<file path="src/rtl/seqdet_pkg.sv">
// rtl/seqdet_pkg.sv - shared encodings and parameter defaults for seq_detect_scheduler
// Build option SEQDET_OVERLAP_EN selects overlapping "11" detection.
package seqdet_pkg;

  localparam int N_CH_DEF = 4;
  localparam int W_DEF    = 8;

  typedef enum logic [1:0] {
    ST_IDLE   = 2'd0,
    ST_SHIFT  = 2'd1,
    ST_REPORT = 2'd2
  } fsm_state_t;

  typedef enum logic {
    DET_A = 1'b0,
    DET_B = 1'b1
  } det_state_t;

endpackage

</file>
<file path="src/rtl/seq_det_core.sv">
// rtl/seq_det_core.sv - Mealy "11" detector, z = (state==B && w)
// SEQDET_OVERLAP_EN keeps the detector in B after a hit so runs of ones overlap.
module seq_det_core
  import seqdet_pkg::*;
(
  input  logic clk,
  input  logic rst,
  input  logic clr,
  input  logic en,
  input  logic w,
  output logic z
);

  det_state_t state_q, state_d;

  always_comb begin
    state_d = state_q;
    if (clr) begin
      state_d = DET_A;
    end else if (en) begin
      case (state_q)
        DET_A: state_d = w ? DET_B : DET_A;
        DET_B: begin
`ifdef SEQDET_OVERLAP_EN
          state_d = w ? DET_B : DET_A;
`else
          state_d = DET_A;
`endif
        end
        default: state_d = DET_A;
      endcase
    end
  end

  always_ff @(posedge clk or posedge rst) begin
    if (rst) state_q <= DET_A;
    else     state_q <= state_d;
  end

  assign z = (state_q == DET_B) && w;

endmodule

</file>
<file path="src/rtl/seq_detect_scheduler.sv">
// rtl/seq_detect_scheduler.sv - round-robin grant, W-cycle LSB-first "11" scan, one-cycle result strobe
// Detector overlap behaviour is selected by SEQDET_OVERLAP_EN (see seq_det_core).
module seq_detect_scheduler
  import seqdet_pkg::*;
#(
  parameter int N_CH = N_CH_DEF,
  parameter int W    = W_DEF
) (
  input  logic                    clk,
  input  logic                    rst,
  input  logic [N_CH-1:0]         req,
  input  logic [N_CH*W-1:0]       data,
  output logic [N_CH-1:0]         gnt,
  output logic                    busy,
  output logic                    done,
  output logic [$clog2(N_CH)-1:0] done_id,
  output logic [$clog2(W)-1:0]    match_cnt,
  output logic                    z_mon
);

  localparam int CW = $clog2(N_CH);
  localparam int IW = $clog2(W);
  localparam logic [N_CH-1:0] GNT_ONE  = 1;
  localparam logic [IW-1:0]   LAST_BIT = IW'(W - 1);

  fsm_state_t      state_q, state_d;
  logic [N_CH-1:0] gnt_q, gnt_d;
  logic [CW-1:0]   done_id_q, done_id_d;
  logic [IW-1:0]   match_cnt_q, match_cnt_d;
  logic [CW-1:0]   ptr_q, ptr_d;
  logic [IW-1:0]   idx_q, idx_d;
  logic [W-1:0]    data_q, data_d;

  logic          win_found;
  logic [CW-1:0] win_id;
  logic [CW-1:0] cand;
  logic          det_clr, det_en, det_z;

  // First requester at or after ptr; CW-bit addition wraps since N_CH is a power of two.
  always_comb begin
    win_found = 1'b0;
    win_id    = '0;
    cand      = '0;
    for (int k = 0; k < N_CH; k++) begin
      cand = ptr_q + CW'(k);
      if (!win_found && req[cand]) begin
        win_found = 1'b1;
        win_id    = cand;
      end
    end
  end

  always_comb begin
    state_d     = state_q;
    gnt_d       = gnt_q;
    done_id_d   = done_id_q;
    match_cnt_d = match_cnt_q;
    ptr_d       = ptr_q;
    idx_d       = idx_q;
    data_d      = data_q;
    det_clr     = 1'b0;
    det_en      = 1'b0;
    case (state_q)
      ST_IDLE: begin
        if (win_found) begin
          state_d     = ST_SHIFT;
          gnt_d       = GNT_ONE << win_id;
          done_id_d   = win_id;
          match_cnt_d = '0;
          ptr_d       = win_id + CW'(1);
          idx_d       = '0;
          data_d      = data[W*win_id +: W];
          det_clr     = 1'b1;
        end
      end
      ST_SHIFT: begin
        det_en = 1'b1;
        if (det_z && (match_cnt_q != LAST_BIT)) match_cnt_d = match_cnt_q + IW'(1);
        idx_d = idx_q + IW'(1);
        if (idx_q == LAST_BIT) state_d = ST_REPORT;
      end
      ST_REPORT: begin
        state_d = ST_IDLE;
        gnt_d   = '0;
      end
      default: begin
        state_d = ST_IDLE;
        gnt_d   = '0;
      end
    endcase
  end

  always_ff @(posedge clk or posedge rst) begin
    if (rst) begin
      state_q     <= ST_IDLE;
      gnt_q       <= '0;
      done_id_q   <= '0;
      match_cnt_q <= '0;
      ptr_q       <= '0;
      idx_q       <= '0;
      data_q      <= '0;
    end else begin
      state_q     <= state_d;
      gnt_q       <= gnt_d;
      done_id_q   <= done_id_d;
      match_cnt_q <= match_cnt_d;
      ptr_q       <= ptr_d;
      idx_q       <= idx_d;
      data_q      <= data_d;
    end
  end

  seq_det_core u_det (
    .clk (clk),
    .rst (rst),
    .clr (det_clr),
    .en  (det_en),
    .w   (data_q[idx_q]),
    .z   (det_z)
  );

  assign gnt       = gnt_q;
  assign busy      = (state_q != ST_IDLE);
  assign done      = (state_q == ST_REPORT);
  assign done_id   = done_id_q;
  assign match_cnt = match_cnt_q;
  assign z_mon     = (state_q == ST_SHIFT) ? det_z : 1'b0;

endmodule

</file>
<file path="config.mk">
export PLATFORM = sky130hd
export DESIGN_NAME = seq_detect_scheduler
export DESIGN_NICKNAME = d
export VERILOG_FILES = /design/src/rtl/seqdet_pkg.sv /design/src/rtl/seq_det_core.sv /design/src/rtl/seq_detect_scheduler.sv
export SDC_FILE = /design/constraint.sdc
export NUM_CORES = 1
export LEC_CHECK = 0
export ABC_AREA = 1
export CAP_MARGIN = 5
export CORE_UTILIZATION = 45
export DETAILED_ROUTE_END_ITERATION = 8
export GPL_TIMING_DRIVEN = 0
export PLACE_DENSITY = 0.76
export SETUP_SLACK_MARGIN = 0.02
export SLEW_MARGIN = 10
export SYNTH_ARGS = -nofsm -noshare
export SYNTH_HDL_FRONTEND = slang
export SYNTH_SLANG_ARGS = --single-unit
export TNS_END_PERCENT = 50
</file>
<file path="constraint.sdc">
create_clock -name clk -period 3.2 [get_ports clk]
set_input_delay 0.32 -clock clk [delete_from_list [all_inputs] [get_ports clk]]
set_output_delay 0.32 -clock clk [all_outputs]
set_load 0.03 [all_outputs]
</file>
# After elaboration in Yosys (flattened, before gate mapping)
# Cells that the tools add are included.
dict set report classes {
  n_addsub 6
  n_lt_le_gt_ge 5
  eq_ne 7
  n_shift 2
  n_mux 35
  bitwise_logic 2
  n_reduce_logical 17
}
# cell n
set op_table {}
lappend op_table {{variable part select 32 x 6 -> 8 bit} 1}
lappend op_table {{two-way mux 1 bit} 16}
lappend op_table {{< comparator 2 x 3 -> 1 bit, second input constant} 4}
lappend op_table {{two-way mux 2 bit} 6}
lappend op_table {{one-hot mux 3 bit (2 select lines)} 2}
lappend op_table {{binary-select mux 1 bit (select 2 bit)} 4}
lappend op_table {{one-hot mux 4 bit (2 select lines)} 1}
lappend op_table {{AND reduction 2 bit} 4}
lappend op_table {{adder 3 x 1 -> 3 bit, second input constant} 2}
lappend op_table {{two-way mux 3 bit} 2}
lappend op_table {{inequality test 2 bit, second input constant} 3}
lappend op_table {{nonzero test 2 bit} 3}
lappend op_table {{logical AND 1 bit} 5}
lappend op_table {{adder 2 x 1 -> 2 bit, second input constant} 2}
lappend op_table {{adder 2 bit, second input constant} 2}
lappend op_table {{< comparator 3 x 4 -> 1 bit, second input constant} 1}
lappend op_table {{two-way mux 4 bit} 1}
lappend op_table {{one-hot mux 2 bit (2 select lines)} 1}
lappend op_table {{left shift 1 x 2 -> 4 bit, first input constant} 1}
lappend op_table {{binary-select mux 1 bit (select 3 bit)} 1}
lappend op_table {{equality test 3 bit, second input constant} 1}
lappend op_table {{logical NOT 1 bit} 3}
lappend op_table {{inequality test 3 bit, second input constant} 1}
lappend op_table {{AND reduction 3 bit} 1}
lappend op_table {{5 further kinds} 6}
dict set report totals {
  ff_bits 25
  inputBits 38
  out_inout_bits 12
  elab_cells 82
}

# Longest topological paths before layout
# Gate-level depths: netlist of the first run.
dict set report logic_depth {
  ltp_word 15
  depth_mapped 16
  depth_no_buf 15
}

# Hierarchy
# From an unflattened synthesis of the first run, not the netlist that was laid out.
dict set report unflattened {
  hier_cells 255
  area_unflattened_um2 1788.0
}
# module n_inst cells_each area_each_um2 seq_area_each_um2
set modules_own_cells {}
lappend modules_own_cells {seq_detect_scheduler 1 246 1724.2 600.6}
lappend modules_own_cells {seq_det_core 1 9 63.8 25.0}

# Worst setup path before layout of the first run
# Ideal clock, no wire load.
dict set report synth_timing {
  path_kind {reg-to-reg}
  from {register idx_q[0]}
  to {register match_cnt_q[0], in the netlist match_cnt[0]}
  setup_ps 139
  arrival_time_ps 1721
  required_ps 3061
  slack_ps 1340
  path_stages_with_launch 9
  n_path_buf 0
  synth_period_minus_slack_ps 1860
  path_cell_list {dfrtp_1 inv_1 o21ai_0 o221ai_1 nand3_1 nor2_1 nand2_1 nand3_1 o21ai_0}
}
dict set report synth_between {
  elab_chain_len 6
}
# element line
set synth_rtl {}
lappend synth_rtl {{start, declared} seq_detect_scheduler.sv:31} ;# logic [IW-1:0] idx_q, idx_d;
lappend synth_rtl {{start signal, assigned} seq_detect_scheduler.sv:108} ;# idx_q <= idx_d;
lappend synth_rtl {{binary-select mux 1 bit (select 3 bit)} seq_detect_scheduler.sv:118} ;# .w (data_q[idx_q]),
lappend synth_rtl {{two-way mux 1 bit (implied by the code)} seq_detect_scheduler.sv:118}
lappend synth_rtl {{logical AND 1 bit} seq_det_core.sv:40} ;# assign z = (state_q == DET_B) && w;
lappend synth_rtl {{logical AND 1 bit} seq_detect_scheduler.sv:78} ;# if (det_z && (match_cnt_q != LAST_BIT)) match_cnt_d = match_cnt_q + IW'(1);
lappend synth_rtl {{inequality test 2 bit (no line)} n/a}
lappend synth_rtl {{AND reduction 3 bit (no line)} n/a}
lappend synth_rtl {{end signal, assigned} seq_detect_scheduler.sv:106} ;# match_cnt_q <= match_cnt_d;
lappend synth_rtl {{end, declared} seq_detect_scheduler.sv:29} ;# logic [IW-1:0] match_cnt_q, match_cnt_d;
# Every way passes these cells. The select of a mux whose other input is x is not followed.
# A chain may end at the register's enable or synchronous reset.

# Final worst setup path of the first run
dict set report layout_timing {
  from {register idx_q[0]}
  to {output port z_mon}
}
dict set report layout_between {
  elab_chain_len 4
}
# element line
set layout_rtl {}
lappend layout_rtl {{binary-select mux 1 bit (select 3 bit)} seq_detect_scheduler.sv:118}
lappend layout_rtl {{two-way mux 1 bit (implied by the code)} seq_detect_scheduler.sv:118}
lappend layout_rtl {{logical AND 1 bit} seq_det_core.sv:40}
lappend layout_rtl {{two-way mux 1 bit} seq_detect_scheduler.sv:127} ;# assign z_mon = (state_q == ST_SHIFT) ? det_z : 1'b0;
lappend layout_rtl {{end, declared} seq_detect_scheduler.sv:18} ;# output logic z_mon
# Every way passes these cells. The select of a mux whose other input is x is not followed.

==> metrics.cfg, run 1 <==
[status]
status=completed

[critical_path]
critical_path_buf_inv_count=2
cp-end-kind=output pin
cp_cell_sequence=inv_1, o21ai_0, o221ai_1, nand3_1, nor2_1, clkdlybuf4s50_1
cp_slowest_cell=clkdlybuf4s50_1
start_kind=flop
crit_type=reg -> out
crit_family=buffers and inverters
critical_path_required_ps=2880
crit_fanout=6
slowest_delay_ps=720
r2r_slack_ps=1250
worstPathArrival_ps=2250

[drt]
routed_wl_um=3878
drcViolationCount=0
route.vias.total=1761
via_per_inst=4.878
wl_per_cell_um=10.74
first_pass_iters=4
drtIter0Drc=69
drtAntennaViolNets=0

[cts]
cts_tree=yes
postCtsSetupRepairBufs=0
postCtsResizedCells=0
clockBufferDepth=2
cts-root-buf=clkbuf_8
clk-insertion-delay-late_ps=270
cts_sinks=25
ctsHoldBuffers=0
path_clk_slew_ps=80
cts_buffers=3
cts_htree_levels=1

[final_layout]
regArea_um2=625.6
fin_cells=361
final_nets=356
multiInputGateArea_um2=973.4
diodes=0
drive_gt1_frac=0.1054
nFillCells=346
area_growth_pct=34.63

[synth]
syn_area_per_cell_um2=6.655
ys_ff_latch=25
synthMostInstantiatedCell=nand2_1
synth_seq_area_share=0.3615
synthCells=260
syn-num-nets=302
synth_area_um2=1730
yosys_warnings=0
synth_top_area_frac=0.3615
synthArstFlopShare=1.000
synth_flop_cell=dfrtp_1
synth_area_leader_cell=dfrtp_1
synth_cell_types=24
synth_top_cells_by_count=nand2_1 (126), nand3_1 (30), dfrtp_1 (25)
netlist_top_cells_area=dfrtp_1 (36%), nand2_1 (27%), nand3_1 (8.7%)
synth_edf_count=0

[sta]
fmax_ghz=0.3884
max_slew_margin=0.3929
skew_ps=6.517
fin_hold_ws_ps=488.3
period_share=0.8045
min_period_ps=2574
finalMaxSlewViolations=0
rsz0062_at_grt=false
tightestPinTransition_ps=909.7
finalHoldViolCount=0
final-setup-viol-count=0
setup_slack_ps=625.5
setup-tns-final_ps=0

[place]
gp_congestion=0.8800
numPortBuffers=49
place_inst=357
hpwl_um=2973
place_ws_ps=950.3

[power]
leakagePower_nw=1.217
clockPowerShare=0.075
comb_power_share=0.708
vdd_ir_drop_max_v=0.0005135
swShare=0.5284
power_density_nw_per_um2=1082
finalPower_mw=2.522
pwr-share-seq=0.217
p_int_mw=1.189
p_switching_mw=1.332

[die]
initial_utilization=0.4727
die_w_um=64.01
die_area_um2=4097
rows=22
io_pins=50
core-area_um2=3661
die_h_um=64.01

[grt]
antenna_found_initial=0
grt_first_pass_wirelength_um=7003
grt_overflow=0
grt_pass1_vias=1738
track_usage=0.2124
grt_max_degree=26

[min_path]
hp-class=reg -> reg

[run]
cap_violations=0

-- layout by cell type, fill, tap and decap left out, types with 2 or more instances in the layout --
cell type,instances
buf_2,3
buf_4,2
buf_6,2
clkbuf_8,3
clkdlybuf4s50_1,49
dfrtp_1,25
ha_1,4
inv_1,15
inv_2,6
nand2_1,126
nand2_2,4
nand2_4,3
nand3_1,30
nand3_2,3
nor2_1,11
nor2_2,2
o21ai_0,11
o21ai_1,4
o31ai_2,2
-- power groups by stage --
stage               Combinational (mW)  Clock [mW]  Sequential, mW
finish                            1.79       0.189           0.547
CTS                               1.80       0.191           0.545
detailed placement                1.78           0           0.548
global placement                  1.75           0           0.549
global route                      2.04       0.202           0.562
floorplan                         1.30           0           0.599
-- flip-flops by register name, summed over array words and instances (netlist names) --
| name | count |
|---|---|
| match_cnt | 3 |
| u_det.state_q | 1 |
| done_id | 2 |
| idx_q | 3 |
| gnt | 4 |
| ptr_q | 2 |
| data_q | 8 |
| state_q | 2 |
-- routing by layer --
metal  global-route usage  part of all wire
met5                    0                 0
met4              0.03409            0.0034
met3              0.03571             0.033
met2               0.3830              0.49
met1               0.2676              0.47
-- worst reg2reg max path, cell delays in order (launching register included) --
cell	delay, ps
dfrtp_1	420
buf_4	180
nand2_1	100
nand3_1	80
nand2_1	140
inv_1	80
nand3_2	110
nor2_1	60
nor2_2	130
buf_2	270
nand2_1	120
nand3_1	110
o21ai_1	60
-- stage by stage --
| stage | util | instance area, um2 |
|---|---|---|
| floorplan | - | 1730 |
| global placement | 0.6230 | 2281 |
| detailed placement | 0.6230 | 2281 |
| CTS | 0.6364 | 2330 |
| global route | 0.6364 | 2330 |
| finish | 0.6364 | 2330 |
-- cells by family (layout without fill, tap and decap cells) --
family | after synthesis | after routing | share of synthesized area
buf+inv | 28 | 81 | 0.07591
compound gates | 21 | 21 | 0.07665
fa+ha+maj | 4 | 4 | 0.02892
simple gates | 182 | 182 | 0.4570
flops | 25 | 25 | 0.3615
-- worst paths after layout --
kind,start,depth (start not counted),end
max reg2reg,ptr_q[0]$_DFFE_PP0P_,12,ptr_q[1]$_DFFE_PP0P_
min reg2reg,data_q[2]$_DFFE_PP0P_,2,data_q[2]$_DFFE_PP0P_
min in group asynchronous,rst,2,match_cnt[0]$_DFFE_PP0P_
min,data_q[2]$_DFFE_PP0P_,2,data_q[2]$_DFFE_PP0P_
max,idx_q[0]$_DFFE_PP0P_,6,z_mon
max in group asynchronous,rst,2,data_q[4]$_DFFE_PP0P_
-- final cells by class --
| type | instances | area share |
|---|---|---|
| Timing Repair Buffer | 49 | 0.2105 |
| Sequential cell | 25 | 0.2685 |
| Clock inverter | 1 | 0.003222 |
| Multi-Input combinational cell | 207 | 0.4178 |
| Tap cell | 48 | 0.02578 |
| Clock buffer | 3 | 0.01772 |
| Inverter | 21 | 0.03383 |
| Buffer | 7 | 0.02256 |
Power figures use the tool's default switching activity.
==> inputs of run 2 (changes only) <==
Clock period 3.2 ns to 2.65 ns, I/O delays scaled along.
==> run 2 against run 1 <==
Utilization increased by 0.068 points. First-iteration DRC count is 13% higher. Critical endpoint unchanged. Routed wire length about the same. Hold slack about the same. Sequential power grew 21%. Sequential share of layout area about the same. Global-route usage stayed put. Setup slack worse by 99 ps.
==> metrics.cfg, run 2 (synthesis gave the netlist of run 1 again) <==
[status]
status=completed

[sta]
setup-tns-final_ps=0  ; unchanged
fmax_ghz=0.4709
final-setup-viol-count=0  ; unchanged
rsz0062_at_grt=false
skew_ps=6.565  ; +0.04779 ps
finalMaxSlewViolations=0  ; unchanged
max_slew_margin=0.3929  ; unchanged
period_share=0.8014
tightestPinTransition_ps=909.7  ; unchanged
fin_hold_ws_ps=488.3  ; -0.01400 ps
min_period_ps=2124
finalHoldViolCount=0  ; unchanged

[grt]
grt_max_degree=26  ; unchanged
grt_overflow=0  ; unchanged
grt_pass1_vias=1738  ; unchanged
antenna_found_initial=0  ; unchanged
track_usage=0.2124  ; unchanged
grt_first_pass_wirelength_um=7003  ; unchanged

[min_path]
hp-class=in -> async

[cts]
clk-insertion-delay-late_ps=270  ; about the same
cts_htree_levels=1  ; unchanged
cts_tree=yes
cts_buffers=3  ; unchanged
clockBufferDepth=2  ; unchanged
cts_sinks=25  ; unchanged
path_clk_slew_ps=90  ; about the same
ctsHoldBuffers=0  ; unchanged
cts-root-buf=clkbuf_8

[die]
die_w_um=64.01  ; unchanged
initial_utilization=0.4727  ; unchanged
die_h_um=64.01  ; unchanged
die_area_um2=4097  ; unchanged
rows=22  ; unchanged
core-area_um2=3661  ; unchanged
io_pins=50  ; unchanged

[drt]
wl_met1_um=1818  ; unchanged
drtIter0Drc=78  ; +13%
drcViolationCount=0  ; unchanged
wl_per_cell_um=10.75  ; about the same
drtAntennaViolNets=0  ; unchanged
highest_layer=met4
via_per_inst=4.878  ; unchanged
wl_met2_um=1918  ; +0.10%
first_pass_iters=4  ; unchanged
routed_wl_um=3879  ; about the same
route.vias.total=1761  ; unchanged
routed-wl-met3_um=129  ; unchanged

[final_layout]
top_register=data_q
area_growth_pct=34.78
final_nets=356  ; unchanged
diodes=0  ; unchanged
final_common_cell=nand2_1
largest_reg_flops=8  ; unchanged
drive_gt1_frac=0.1054  ; unchanged
layout_common_cells=nand2_1 (126), clkdlybuf4s50_1 (48), nand3_1 (30)

[run]
cap_violations=0  ; unchanged

[critical_path]
crit_type=reg -> out
cp-end-kind=output pin
slowest_delay_ps=450  ; -270 ps
start_kind=flop
cp_slowest_cell=dfrtp_1
cp_cell_sequence=inv_1, o21ai_0, o221ai_1, nand3_1, nor2_1, dlymetal6s2s_1
crit_fanout=6  ; unchanged
worstPathArrival_ps=1860  ; -390 ps
critical_path_required_ps=2380  ; -500 ps

[power]
leakagePower_nw=1.234  ; +1.4%
power_density_nw_per_um2=1305  ; +21%
vdd_ir_drop_max_v=0.0006201  ; +21%

[place]
numPortBuffers=49  ; unchanged
hpwl_um=2973  ; unchanged
gp_congestion=0.8800  ; unchanged

## run 2: worst max-delay path, delay by kind of cell, from the launching register on
kind	cells	cell delay (ps)
and+or+nand+nor	2	330
AOI/OAI and AO/OA	2	310
DFF	1	450
buffers and inverters	2	500
## run 2: what timing repair did
item | CTS | global route
setup endpoints to repair | 0 | 1
gates resized for setup | 0 | 1
buffers inserted | 0 | 0
endpoints found under the hold margin | 0 | 0
## run 2: power breakdown
group          internal [mW]  switching (mW)
logic                  0.783            1.37
registers              0.546           0.115
clock network          0.106           0.122
## run 2: path summary, 6_finish.rpt
path / from / to / slack [ps] / cells past startpoint
worst max register to register: ptr_q[0]$_DFFE_PP0P_ / data_q[1]$_DFFE_PP0P_ / 700 / 16
worst max-delay path: idx_q[0]$_DFFE_PP0P_ / z_mon / 530 / 6
worst min-delay path: rst / match_cnt[0]$_DFFE_PP0P_ / 490 / 2
max in group asynchronous: rst / data_q[4]$_DFFE_PP0P_ / 1600 / 2
min in group clk: data_q[2]$_DFFE_PP0P_ / data_q[2]$_DFFE_PP0P_ / 490 / 2
worst min register to register: data_q[2]$_DFFE_PP0P_ / data_q[2]$_DFFE_PP0P_ / 490 / 2
## run 2: final cells by class
type	count	area (um2)
clock buffer	3	41.29
tap	48	60.06
timing repair buffer	49	493.0
clock inverter	1	7.507
multi-input combinational	207	973.4
sequential	25	625.6
inverter	21	78.83
fill	344	1329
buffer	7	52.55
## run 2: per-layer routing
metal | vias up | track usage
li1 | 934 | -
met1 | 790 | 0.2676
met2 | 35 | 0.3830
met3 | 2 | 0.03571
met4 | 0 | 0.03409
met5 | - | 0
## run 2: through the flow
step                total power, mW  std cells  utilization  instance area, um2  setup slack (ps)
finish                        3.044        361       0.6370                2332             526.3
global route                  3.386        361       0.6370                2332             378.5
CTS                           3.059        361       0.6364                2330             145.3
detailed placement            2.812        357       0.6230                2281             455.3
global placement              2.780        357       0.6230                2281             464.1
floorplan                     2.288        260            -                1730             790.4
